### config.mk
export PLATFORM = sky130hd
export DESIGN_NAME = imm_ext_pipe_flat
export DESIGN_NICKNAME = d
export VERILOG_FILES = /design/src/rtl/imm_ext_pipe_if.sv /design/src/rtl/imm_ext_pipe.sv /design/src/flat_wrapper.sv
export SDC_FILE = /design/constraint.sdc
export NUM_CORES = 1
export LEC_CHECK = 0
export BUFFER_PORTS_ARGS = -buffer_cell sky130_fd_sc_hd__buf_2
export CAP_MARGIN = 15
export CORE_ASPECT_RATIO = 0.9
export CORE_MARGIN = 5
export CORE_UTILIZATION = 30
export DETAILED_ROUTE_END_ITERATION = 12
export PLACE_DENSITY_LB_ADDON = 0.05
export SYNTH_ARGS = -nofsm -noshare
export SYNTH_HDL_FRONTEND = slang
export SYNTH_SLANG_ARGS = --single-unit
export TNS_END_PERCENT = 30
### constraint.sdc
create_clock -name clk -period 1.3 [get_ports clk]
set_input_delay 0.065 -clock clk [delete_from_list [all_inputs] [get_ports clk]]
set_output_delay 0.065 -clock clk [all_outputs]
set_load 0.01 [all_outputs]
### src/rtl/imm_ext_pipe_if.sv
// Interface bundling the decode-side handshake and result bus of imm_ext_pipe.
// master: decode stage driving raw immediates and consuming results.
// slave:  the immediate-extension unit.
interface imm_ext_pipe_if #(
    parameter int unsigned IMM_W  = 9,
    parameter int unsigned DATA_W = 16
);
    logic              flush;
    logic              in_valid;
    logic              in_ready;
    logic [IMM_W-1:0]  immed;
    logic [1:0]        mode;
    logic              pfx_load;
    logic              out_valid;
    logic              out_ready;
    logic [DATA_W-1:0] ext_immed;
    logic              pfx_pending;

    modport master (
        output flush,
        output in_valid,
        output immed,
        output mode,
        output pfx_load,
        output out_ready,
        input  in_ready,
        input  out_valid,
        input  ext_immed,
        input  pfx_pending
    );

    modport slave (
        input  flush,
        input  in_valid,
        input  immed,
        input  mode,
        input  pfx_load,
        input  out_ready,
        output in_ready,
        output out_valid,
        output ext_immed,
        output pfx_pending
    );
endinterface

### src/rtl/imm_ext_pipe.sv
// Pipelined immediate-extension unit for the fdt16 decode stage.
// Extends a raw IMM_W-bit immediate to DATA_W bits in one of four modes, optionally
// combining it with a previously loaded prefix, and holds the result in a one-entry
// registered output with valid/ready handshake.
// Optional feature macro: IMM_EXT_PFX_EN (prefix register and pfx_load support).
// With the macro undefined, pfx_load is ignored and pfx_pending is tied low.
module imm_ext_pipe #(
    parameter int unsigned IMM_W  = 9,
    parameter int unsigned DATA_W = 16
) (
    input  logic          clk,
    input  logic          rst,
    imm_ext_pipe_if.slave if_bus
);
    // Prefix payload fills exactly the bits above the raw immediate.
    localparam int unsigned PFX_W = DATA_W - IMM_W;

    generate
        if (DATA_W < IMM_W + 1) begin : g_bad_params
            $error("imm_ext_pipe: DATA_W must be at least IMM_W+1");
        end
    endgenerate

    localparam logic [1:0] ModeSign   = 2'b00;
    localparam logic [1:0] ModeZero   = 2'b01;
    localparam logic [1:0] ModeUpper  = 2'b10;
    localparam logic [1:0] ModeBranch = 2'b11;

    logic              r_out_valid;
    logic [DATA_W-1:0] r_ext_immed;

    logic              w_in_ready;
    logic              w_accept;
    logic              w_pop;
    logic              w_data_accept;
    logic [DATA_W-1:0] w_sext;
    logic [DATA_W-1:0] w_zext;
    logic [DATA_W-1:0] w_mode_result;
    logic [DATA_W-1:0] w_result;

    // A held result blocks input unless it is being consumed this cycle.
    assign w_in_ready = !if_bus.flush && (!r_out_valid || if_bus.out_ready);
    assign w_accept   = if_bus.in_valid && w_in_ready;
    assign w_pop      = r_out_valid && if_bus.out_ready;

    assign w_sext = {{PFX_W{if_bus.immed[IMM_W-1]}}, if_bus.immed};
    assign w_zext = {{PFX_W{1'b0}}, if_bus.immed};

    // Plain mode decode of the raw immediate.
    always_comb begin
        w_mode_result = w_sext;
        unique case (if_bus.mode)
            ModeSign:   w_mode_result = w_sext;
            ModeZero:   w_mode_result = w_zext;
            ModeUpper:  w_mode_result = w_zext << PFX_W;
            ModeBranch: w_mode_result = w_sext << 1;
            default:    w_mode_result = w_sext;
        endcase
    end

`ifdef IMM_EXT_PFX_EN
    logic [PFX_W-1:0] r_pfx;
    logic             r_pfx_pending;

    // Prefix register: loaded by a prefix transaction, cleared by any data transaction.
    always_ff @(posedge clk) begin
        if (rst) begin
            r_pfx         <= '0;
            r_pfx_pending <= 1'b0;
        end else if (if_bus.flush) begin
            r_pfx_pending <= 1'b0;
        end else if (w_accept && if_bus.pfx_load) begin
            r_pfx         <= if_bus.immed[PFX_W-1:0];
            r_pfx_pending <= 1'b1;
        end else if (w_accept) begin
            r_pfx_pending <= 1'b0;
        end
    end

    // A pending prefix overrides the mode decode entirely.
    assign w_result           = r_pfx_pending ? {r_pfx, if_bus.immed} : w_mode_result;
    assign w_data_accept      = w_accept && !if_bus.pfx_load;
    assign if_bus.pfx_pending = r_pfx_pending;
`else
    logic w_unused_pfx_load;

    assign w_unused_pfx_load  = if_bus.pfx_load;
    assign w_result           = w_mode_result;
    assign w_data_accept      = w_accept;
    assign if_bus.pfx_pending = 1'b0;
`endif

    // One-entry output register; ext_immed keeps its last value once drained.
    always_ff @(posedge clk) begin
        if (rst) begin
            r_out_valid <= 1'b0;
            r_ext_immed <= '0;
        end else if (if_bus.flush) begin
            r_out_valid <= 1'b0;
        end else if (w_data_accept) begin
            r_out_valid <= 1'b1;
            r_ext_immed <= w_result;
        end else if (w_pop) begin
            r_out_valid <= 1'b0;
        end
    end

    assign if_bus.in_ready  = w_in_ready;
    assign if_bus.out_valid = r_out_valid;
    assign if_bus.ext_immed = r_ext_immed;
endmodule

### src/flat_wrapper.sv
// flat-port wrapper written by rule: the top's interface ports become plain ports
module imm_ext_pipe_flat 
#(
    parameter int unsigned IMM_W  = 9,
    parameter int unsigned DATA_W = 16
)
  (clk, rst, if_bus_flush, if_bus_in_valid, if_bus_immed, if_bus_mode, if_bus_pfx_load, if_bus_out_ready, if_bus_in_ready, if_bus_out_valid, if_bus_ext_immed, if_bus_pfx_pending);
  imm_ext_pipe_if #(.IMM_W(IMM_W), .DATA_W(DATA_W)) if_bus_i ();
  input  logic clk;
  input  logic rst;
  input wire logic [$bits(if_bus_i.flush)-1:0] if_bus_flush;
  input wire logic [$bits(if_bus_i.in_valid)-1:0] if_bus_in_valid;
  input wire logic [$bits(if_bus_i.immed)-1:0] if_bus_immed;
  input wire logic [$bits(if_bus_i.mode)-1:0] if_bus_mode;
  input wire logic [$bits(if_bus_i.pfx_load)-1:0] if_bus_pfx_load;
  input wire logic [$bits(if_bus_i.out_ready)-1:0] if_bus_out_ready;
  output wire logic [$bits(if_bus_i.in_ready)-1:0] if_bus_in_ready;
  output wire logic [$bits(if_bus_i.out_valid)-1:0] if_bus_out_valid;
  output wire logic [$bits(if_bus_i.ext_immed)-1:0] if_bus_ext_immed;
  output wire logic [$bits(if_bus_i.pfx_pending)-1:0] if_bus_pfx_pending;
  assign if_bus_i.flush = if_bus_flush;
  assign if_bus_i.in_valid = if_bus_in_valid;
  assign if_bus_i.immed = if_bus_immed;
  assign if_bus_i.mode = if_bus_mode;
  assign if_bus_i.pfx_load = if_bus_pfx_load;
  assign if_bus_i.out_ready = if_bus_out_ready;
  assign if_bus_in_ready = if_bus_i.in_ready;
  assign if_bus_out_valid = if_bus_i.out_valid;
  assign if_bus_ext_immed = if_bus_i.ext_immed;
  assign if_bus_pfx_pending = if_bus_i.pfx_pending;
  imm_ext_pipe #(.IMM_W(IMM_W), .DATA_W(DATA_W)) u_core (.clk(clk), .rst(rst), .if_bus(if_bus_i));
endmodule
==> results.json <==
{
  "fillCellCount": 296,
  "rows": 18,
  "timing.rr.end": "u_core.if_bus.ext_immed[11]",
  "drv_cap": 0,
  "grt_max_degree": 20,
  "syn_nets": 117,
  "yosysTopAreaCell": "dfxtp_1",
  "die_area_um2": 4010,
  "first_pass_iters": 4,
  "comb_power_share_pct": 21.0,
  "dpl_cell_area_um2": 1030,
  "antenna_cells": 0,
  "syn_area_per_cell_um2": 8.52,
  "hpwl_mm": 1.71,
  "worstPathArrival_ps": 1430,
  "slew_violations": 0,
  "reg2reg_from": "u_core.if_bus.out_valid",
  "max_freq_mhz": 818,
  "post_cts_buffers": 0,
  "setup_viol": 0,
  "vias": 840,
  "cts_tree": "built",
  "cp_max_fo": 7,
  "worst_setup_path_end_kind": "register",
  "required_ps": 1510,
  "outcome": "finished clean",
  "post_drt_wl_per_cell_um": 13.2,
  "hp-start": "if_bus_immed[2]",
  "dr.first_iter.drc_count": 36,
  "ys.warnings.count": 0,
  "critPathKind": "input pin to register",
  "fin_area_um2": 1080,
  "portBuffers": 33,
  "grt_use_total_pct": 12.1,
  "min_delay_path_depth": 3,
  "worstHoldEndpoint": "u_core.if_bus.ext_immed[9]",
  "rsz0062_at_grt": "no",
  "wl_mm": 2.29,
  "yosysSeqAreaShare_pct": 39.9,
  "synthTopCellsByArea": "dfxtp_1 (40%), a21oi_1 (12%), a311oi_1 (6.2%)",
  "areaGrowthSynthToFinish_pct": 26.4,
  "core_um2": 2730,
  "synth_cells": 100,
  "ys_types": 26,
  "startpoint_type": "input pin",
  "power_mw": 1.09,
  "finalNetCount": 151,
  "hold_viol_final": 0,
  "start_util_pct": 31.3,
  "fin_crit_sh_pct": 94.0,
  "gp_congestion": 0.768,
  "netlist_area_um2": 852,
  "io_pins": 36,
  "detail_route.vias_per_cell": 4.86,
  "grt_overflow": 0,
  "clock_skew_ps": 1.68,
  "clk_latency_ps": 290,
  "pwr-share-clk_pct": 26.8,
  "p_int_mw": 0.769,
  "powerDensity_nw_per_um2": 1010,
  "layout_commonest_cell": "buf_2",
  "ff2ff_path_depth": 4,
  "setup_tns_ps": 0,
  "drive_gt1_share_pct": 35.3,
  "instances_no_fill": 173,
  "ir_drop_uv": 455,
  "power_switching_share_pct": 29.2,
  "placed_cells": 167,
  "ys_ff_latch": 17,
  "hp-class": "input pin to register",
  "cts_made_buffers": 3,
  "grt_pass1_vias": 782,
  "synth.top_cell.area_share_pct": 39.9,
  "cts-root-buf": "clkbuf_4",
  "grt_pass1_wl_mm": 3.76,
  "drc": 0,
  "preCtsSetupSlack_ps": 235,
  "seq_power_share_pct": 52.2,
  "layout_common_cells": "buf_2 (33), a21oi_1 (20), dfxtp_1 (17)",
  "cts_buffer_depth": 2,
  "leakagePower_nw": 0.458,
  "drtAntennaViolNets": 0,
  "die_w_um": 66.2,
  "clk_pin_slew_worst_paths_ps": 100,
  "regToRegSetupSlack_ps": 230,
  "fin_ws_ps": 78.0,
  "period_needed_ps": 1220,
  "die-height_um": 60.6,
  "h-tree-depth": 1,
  "antenna_found_initial": 0,
  "cts_sinks": 17,
  "switching_power_mw": 0.318
}
[cell usage after synthesis]
master and instances:
buf_2 4, and2_4 1, a211oi_1 6, buf_1 1, dfxtp_1 17, nor2_2 1, o21ai_2 1, a311oi_1 6
nand2_1 8, inv_1 1, nor2b_1 6, nor2_1 5, nor3_1 1, a21oi_1 20, nand2b_1 4, o2bb2ai_1 2
nand4b_1 1, mux2i_1 2, buf_6 2, conb_1 1, buf_4 2, o21ai_0 2, and2b_4 1, nor4_1 2
and2b_2 2, o2111ai_1 1
[logic make-up after synthesis]
family	after synthesis	share of synthesized area, %
buffers and inverters	10	7.63
other	1	0.440
and+or+nand+nor	32	21.1
AOI/OAI and AO/OA	38	28.5
muxes	2	2.35
DFF	17	39.9
[worst max-delay path, cell delays in order]
cell and delay (ps):
dlygate4sd3_1 530, buf_2 150, and2b_1 360, a21oi_1 110
a211oi_1 210
[metrics by stage]
step | hold slack [ps] | utilization, %
after global routing | 69.0 | 39.5
after detailed placement | 274 | 37.7
after global placement | 267 | 37.7
after floorplan | 144 | -
final | 65.2 | 39.5
after CTS | 51.7 | 39.1
[power by group through the flow]
stage,registers [mW],logic [mW],clock network [mW]
after floorplan,0.596,0.127,0
after global placement,0.579,0.225,0
after detailed placement,0.580,0.225,0
after CTS,0.569,0.228,0.305
after global routing,0.573,0.256,0.322
final,0.568,0.228,0.291
[how the worst max path moves through the flow]
stage | startpoint | endpoint | slack [ps] | cells past startpoint
3_5_place_dp | u_core.if_bus.out_valid | u_core.if_bus.ext_immed[11] | 240 | 4
4_1_cts | if_bus_flush | u_core.if_bus.ext_immed[11] | 30 | 5
6_report | if_bus_flush | u_core.if_bus.ext_immed[1] | 80 | 5
5_1_grt | if_bus_flush | u_core.if_bus.ext_immed[2] | 30 | 5
3_3_place_gp | u_core.if_bus.out_valid | u_core.if_bus.ext_immed[11] | 250 | 4
2_1_floorplan | u_core.if_bus.out_valid | u_core.if_bus.ext_immed[14] | 200 | 4
[state kept, by name, indices dropped and copies added (netlist names)]
| register | flops |
|---|---|
| u_core.if_bus.out_valid | 1 |
| u_core.if_bus.ext_immed | 16 |
[per-layer routing]
layer / vias to the layer above / GRT usage, % / share of wire [%]
li1: 429 / - / -
met1: 381 / 16.8 / 49
met2: 28 / 18.5 / 44
met3: 2 / 4.44 / 6.7
met4: 0 / 1.74 / 0.65
met5: - / 0 / 0
[what timing repair did]
item / 4_1_cts / 5_1_grt
gates resized for setup: 0 / 2
endpoints found under the hold margin: 1 / 0
endpoints found under the setup margin: 0 / 9
hold buffers: 1 / 0
[area by class of cell]
cell class	count	area, um2	area share (%)
Sequential cell	17	340	31.6
Clock buffer	3	22.5	2.09
Inverter	1	3.75	0.348
Clock inverter	1	5.00	0.465
Tap cell	40	50.0	4.65
Multi-Input combinational cell	74	458	42.5
Timing Repair Buffer	37	198	18.4
(Power assumes the default switching activity.)
